$ cat src/rtl/gray_pkg.sv
// Shared definitions for the Gray-code tracker: FSM state encoding and a
// width-agnostic Gray-to-binary helper.
package gray_pkg;

    localparam int unsigned GRAY_MAX_W = 64;

    typedef logic [0:0] state_t;

    localparam logic [0:0] ST_IDLE  = 1'b0;
    localparam logic [0:0] ST_TRACK = 1'b1;

    // Zero-extended input decodes correctly for any width <= GRAY_MAX_W,
    // because each binary bit is the XOR of all Gray bits at or above it.
    function automatic logic [GRAY_MAX_W-1:0] gray2bin(input logic [GRAY_MAX_W-1:0] g);
        logic [GRAY_MAX_W-1:0] b;
        b = g;
        for (int unsigned i = 1; i < GRAY_MAX_W; i++) begin
            b = b ^ (g >> i);
        end
        return b;
    endfunction

endpackage

$ cat src/rtl/gray_to_binary.sv
// Purely combinational WIDTH-bit Gray-to-binary decoder.
// Ports:
//   gray  in   WIDTH  Gray-coded word
//   bin   out  WIDTH  binary decode (combinational)
module gray_to_binary
    import gray_pkg::*;
#(
    parameter int unsigned WIDTH = 4
) (
    input  logic [WIDTH-1:0] gray,
    output logic [WIDTH-1:0] bin
);

    always_comb begin
        bin = WIDTH'(gray2bin(GRAY_MAX_W'(gray)));
    end

endmodule

$ cat src/rtl/gray_to_binary_tracker.sv
// Samples a Gray-coded position word, decodes it, checks each sample for a
// legal single step against the previous one, tracks direction and keeps a
// signed multi-turn position count plus a saturating step-error count.
// Optional macro GRAY_SYNC_EN: gray_in and sample_en pass a 2-flop
// synchronizer stage first (latency 3 clk instead of 1).
// Ports:
//   clk, rst    clock, asynchronous active-high reset
//   clr         sync clear of position/err_cnt, FSM back to IDLE
//   gray_in     Gray-coded input word
//   sample_en   capture gray_in this cycle
//   bin_out     registered binary of last accepted sample
//   bin_valid   1-cycle pulse when bin_out updates
//   dir         last legal step direction (1=up)
//   step_err    1-cycle pulse on an illegal jump
//   position    signed accumulated step count (wraps)
//   err_cnt     saturating count of step errors
module gray_to_binary_tracker
    import gray_pkg::*;
#(
    parameter int unsigned WIDTH = 4,
    parameter int unsigned POS_W = 16,
    parameter int unsigned ERR_W = 8
) (
    input  logic             clk,
    input  logic             rst,
    input  logic             clr,
    input  logic [WIDTH-1:0] gray_in,
    input  logic             sample_en,
    output logic [WIDTH-1:0] bin_out,
    output logic             bin_valid,
    output logic             dir,
    output logic             step_err,
    output logic [POS_W-1:0] position,
    output logic [ERR_W-1:0] err_cnt
);

    logic [WIDTH-1:0] gray_s;
    logic             en_s;

`ifdef GRAY_SYNC_EN
    // Two-flop synchronizer; the enable travels alongside so it stays aligned.
    logic [WIDTH-1:0] gray_m;
    logic             en_m;

    always_ff @(posedge clk or posedge rst) begin
        if (rst) begin
            gray_m <= '0;
            gray_s <= '0;
            en_m   <= 1'b0;
            en_s   <= 1'b0;
        end else begin
            gray_m <= gray_in;
            gray_s <= gray_m;
            en_m   <= sample_en;
            en_s   <= en_m;
        end
    end
`else
    always_comb begin
        gray_s = gray_in;
        en_s   = sample_en;
    end
`endif

    logic [WIDTH-1:0] dec;
    logic [WIDTH-1:0] delta;

    gray_to_binary #(.WIDTH(WIDTH)) u_dec (
        .gray (gray_s),
        .bin  (dec)
    );

    state_t           state_q, state_d;
    logic [WIDTH-1:0] prev_q, prev_d;
    logic [WIDTH-1:0] bin_d;
    logic             valid_d;
    logic             dir_d;
    logic             err_d;
    logic [POS_W-1:0] pos_d;
    logic [ERR_W-1:0] cnt_d;

    // Modular difference: +1 and -1 (all-ones) cover the wrap cases naturally.
    always_comb begin
        delta = dec - prev_q;
    end

    // State and output registers.
    always_ff @(posedge clk or posedge rst) begin
        if (rst) begin
            state_q   <= ST_IDLE;
            prev_q    <= '0;
            bin_out   <= '0;
            bin_valid <= 1'b0;
            dir       <= 1'b0;
            step_err  <= 1'b0;
            position  <= '0;
            err_cnt   <= '0;
        end else begin
            state_q   <= state_d;
            prev_q    <= prev_d;
            bin_out   <= bin_d;
            bin_valid <= valid_d;
            dir       <= dir_d;
            step_err  <= err_d;
            position  <= pos_d;
            err_cnt   <= cnt_d;
        end
    end

    // Next-state and next-output logic; clr wins over a coincident sample.
    always_comb begin
        state_d = state_q;
        prev_d  = prev_q;
        bin_d   = bin_out;
        valid_d = 1'b0;
        dir_d   = dir;
        err_d   = 1'b0;
        pos_d   = position;
        cnt_d   = err_cnt;

        if (clr) begin
            state_d = ST_IDLE;
            pos_d   = '0;
            cnt_d   = '0;
        end else if (en_s) begin
            prev_d  = dec;
            bin_d   = dec;
            valid_d = 1'b1;
            case (state_q)
                ST_IDLE: begin
                    state_d = ST_TRACK;
                end
                ST_TRACK: begin
                    if (delta == '0) begin
                        // repeated position: nothing to accumulate
                    end else if (delta == WIDTH'(1)) begin
                        pos_d = position + POS_W'(1);
                        dir_d = 1'b1;
                    end else if (delta == '1) begin
                        pos_d = position - POS_W'(1);
                        dir_d = 1'b0;
                    end else begin
                        err_d = 1'b1;
                        if (err_cnt != '1) begin
                            cnt_d = err_cnt + ERR_W'(1);
                        end
                    end
                end
                default: begin
                    state_d = ST_IDLE;
                end
            endcase
        end
    end

endmodule
$ cat config.mk
export PLATFORM = sky130hd
export DESIGN_NAME = gray_to_binary_tracker
export DESIGN_NICKNAME = d
export VERILOG_FILES = /design/src/rtl/gray_pkg.sv /design/src/rtl/gray_to_binary.sv /design/src/rtl/gray_to_binary_tracker.sv
export SDC_FILE = /design/constraint.sdc
export NUM_CORES = 1
export LEC_CHECK = 0
export BUFFER_PORTS_ARGS = -buffer_cell sky130_fd_sc_hd__buf_2
export CORE_ASPECT_RATIO = 1.4
export CORE_MARGIN = 8
export CORE_UTILIZATION = 53
export CTS_BUF_LIST = sky130_fd_sc_hd__clkbuf_8
export DETAILED_ROUTE_END_ITERATION = 10
export GPL_TIMING_DRIVEN = 1
export PLACE_DENSITY = 0.78
export SLEW_MARGIN = 20
export SYNTH_ARGS = -nofsm -noshare
export SYNTH_HDL_FRONTEND = slang
export SYNTH_SLANG_ARGS = --single-unit
$ cat constraint.sdc
create_clock -name clk -period 4.43 [get_ports clk]
set_input_delay 0.886 -clock clk [delete_from_list [all_inputs] [get_ports clk]]
set_output_delay 0.886 -clock clk [all_outputs]
set_load 0.02 [all_outputs]
==> out/qor.csv <==
stage,metric,value,unit
global_route,grt_pass1_wl,10200,microns
logic_synthesis,synth_common_cells,"dfrtp_1 (32), nor2_1 (28), a21oi_1 (24)",
clock_network,cts_sinks,32,
timing,finalCritPeriodShare,0.966,
die,die_w,73.5,microns
die,ios,39,
flow_run,cap_violations,0,
timing,clock.fmax,234,MHz
logic_synthesis,syn_avg_cell_area,9.09,sq um
power,switchingPower,638,uW
worst_setup_path,reg2reg_slack,0.97,ns
clock_network,cts_buffers,5,
worst_setup_path,crit_type,in2reg,
logic_synthesis,synth_xor_area_frac,0.0923,
die,dieArea,7100,sq um
worst_setup_path,worstPathArrival,4.46,ns
clock_network,cts_tree,done,
clock_network,cts_max_level,2,
logic_synthesis,synth_top_family_by_area,compound AO/OA/AOI/OAI gates,
placement,hpwl,4720,microns
logic_synthesis,synth-compound-area-share,0.199,
logic_synthesis,netlist_instances,270,
placement,placement.io_buffers,38,
logic_synthesis,ys.warnings.count,0,
global_route,grt_max_degree,33,
final_layout,fin_util,0.726,
clock_network,cts.path.max_buffers,2,
worst_setup_path,end_kind,flip-flop,
final_layout,final_area,3270,sq um
logic_synthesis,synthAdderAreaFrac,0.118,
global_route,antenna_found_initial,0,
timing,max_slew_margin,0.579,
placement,placed_area,3020,sq um
detailed_routing,via_count,2338,
clock_network,postCtsHoldBufs,0,
power,pwr-share-seq,0.220,
timing,worst_pin_slew,0.632,ns
timing,clock_skew,0.00719,ns
worst_setup_path,crit_chain,buf_2 > xor2_4 > xnor2_2 > xor2_1 > ha_2 > fa_2 > xor2_2 > and4_1 > o211ai_1 > buf_4 > buf_4 > ha_2 > nand3_1 > a31oi_1 > o2bb2ai_1 > a31oi_2 > mux2i_1 > mux2_2,
min_path,hold_start,state_q,
power,comb_power_share,0.617,
clock_network,clk_latency,0.29,ns
detailed_routing,firstDrtPassIters,4,
logic_synthesis,synthTopCellsByArea,"dfrtp_1 (33%), ha_1 (10%), xnor2_1 (5.4%)",
worst_setup_path,critical_path.slowest_cell,fa_2,
logic_synthesis,yosysSeqAreaShare,0.326,
power,vdd_ir_drop_max,0.268,mV
logic_synthesis,synthFlopType,dfrtp_1,
timing,slew_violations,0,
power,power,1520,uW
logic_synthesis,synth_most_common_cell,dfrtp_1,
final_layout,drive_above_1_share,0.381,
min_path,hp-class,reg2reg,
detailed_routing,finalWirelength,6530,microns
timing,hold_viol,0,
placement,gp_congestion,0.892,
worst_setup_path,worstPathMaxFanout,5,
logic_synthesis,netlist_area,2450,sq um
worst_setup_path,max_stage_delay,0.37,ns
detailed_routing,postRouteAntennaNets,0,
power,p_leak,0.00160,uW
die,coreArea,4500,sq um
worst_setup_path,critPathRequiredTime,4.61,ns
die,floorplan.initialDensity,0.546,
final_layout,finish.net_count,378,
power,p_sw_frac,0.419,
logic_synthesis,ys_ff_latch,32,
worst_setup_path,ff2ff_path_depth,14,
logic_synthesis,synth_nets,300,
worst_setup_path,r2r_start,prev_q[0],
die,num_rows,29,
timing,setup_viol,0,
logic_synthesis,synthArstFlopShare,1.00,
global_route,grt_pass1_vias,2323,
timing,fin_crit,4.28,ns
clock_network,clk_pin_slew,0.07,ns
logic_synthesis,synth_simple_gate_area_share,0.188,
worst_setup_path,cp-start-kind,input pin,
logic_synthesis,yosysTopAreaCellShare,0.326,
logic_synthesis,synth_edf_count,0,
global_route,overflow,0,
detailed_routing,wl_per_cell,15.9,microns
power,pwr_density_cell,467,nW/um^2
min_path,min_to,state_q,
power,p_int,886,uW
detailed_routing,drc,0,
logic_synthesis,ys_types,46,
timing,setup_tns,0,ns
final_layout,diodes,0,
final_layout,area_growth,33.1,%
clock_network,root_buffer,clkbuf_8,
logic_synthesis,yosys.area.top_type,dfrtp_1,
die,die_y,96.5,microns
global_route,gr-usage-all-layers,0.185,
worst_setup_path,r2r_end,position[15],
detailed_routing,initialDrtViolationCount,121,
detailed_routing,via_per_inst,5.69,
timing,holdWs,0.518,ns
logic_synthesis,synthMuxAreaShare,0.0336,
min_path,whs_path_depth,2,
status,status,finished clean,
power,clockPowerShare,0.163,
power groups by stage:
| stage | combinational, uW | clock (uW) | sequential [uW] |
|---|---|---|---|
| after floorplan | 532 | 0 | 364 |
| after global placement | 815 | 0 | 340 |
| after detailed placement | 835 | 0 | 341 |
| after CTS | 838 | 256 | 335 |
| after global routing | 1030 | 264 | 339 |
| final | 941 | 248 | 336 |
worst max path at each step:
stage | startpoint | end | slack (ns) | cells past startpoint
2_1_floorplan | gray_in[2] | position[15] | -0.54 | 15
3_3_place_gp | gray_in[2] | position[15] | -0.07 | 17
3_5_place_dp | gray_in[2] | position[15] | -0.21 | 17
4_1_cts | gray_in[2] | position[15] | 0.10 | 17
5_1_grt | gray_in[2] | position[15] | -0.02 | 18
6_report | gray_in[2] | position[15] | 0.15 | 18
repair_timing:
| item | CTS | global route |
|---|---|---|
| endpoints found under the setup margin | 0 | 6 |
| buffers inserted | 0 | 4 |
| resized for setup | 0 | 22 |
| endpoints found under the hold margin | 0 | 0 |
critical path, delay by kind of cell:
kind	cells	cell delay, ns
fa+ha+maj	3	0.90
xor+xnor	4	0.68
compound gates	4	0.63
mux	2	0.57
buf+inv	3	0.47
simple gates	2	0.32
metal layers:
metal  GRT usage  up-vias  wire length [microns]
li1            -     1118                      -
met1       0.182     1126                   2390
met2       0.344       68                   3500
met3      0.0403       26                    340
met4       0.110        0                    292
met5           0        -                      0
stage by stage:
| step | cells | worst slack, ns |
|---|---|---|
| 2_1_floorplan | 270 | -0.544 |
| 3_3_place_gp | 398 | -0.0693 |
| 3_5_place_dp | 398 | -0.212 |
| 4_1_cts | 406 | 0.101 |
| 5_1_grt | 411 | -0.0215 |
| 6_report | 411 | 0.150 |
registers in the layout (all words and copies together) (netlist names):
| name | cells |
|---|---|
| dir | 1 |
| bin_valid | 1 |
| err_cnt | 8 |
| position | 16 |
| state_q | 1 |
| prev_q | 4 |
| step_err | 1 |
layout make-up:
cell class,count,area (sq um)
clock buffers,6,82.6
repair buffers,80,505
fillers,377,1230
multi-input cells,214,1730
flip-flops and latches,32,801
clock inverters,2,15.0
well taps,62,77.6
inverters,15,56.3
cells in the final DEF, fill, tap and decap left out, types with 4 or more instances in the layout:
cell,count
nor3_1,4
dfrtp_1,32
nand2_1,20
clkbuf_8,6
a21o_1,6
nand3_1,14
o21ai_0,8
mux2i_1,6
xnor2_1,14
a211oi_2,7
nor2_1,27
buf_2,38
inv_1,15
a31oi_1,4
buf_4,42
xor2_1,8
a21oi_1,19
ha_1,14
a21oi_2,6
logic make-up (layout without fill, tap and decap cells):
group | after synthesis | count (layout)
fa+ha+maj | 22 | 22
buf+inv | 24 | 103
mux | 8 | 8
xor+xnor | 25 | 25
flops | 32 | 32
compound gates | 68 | 68
simple gates | 91 | 91
(Power assumes the default switching activity.)
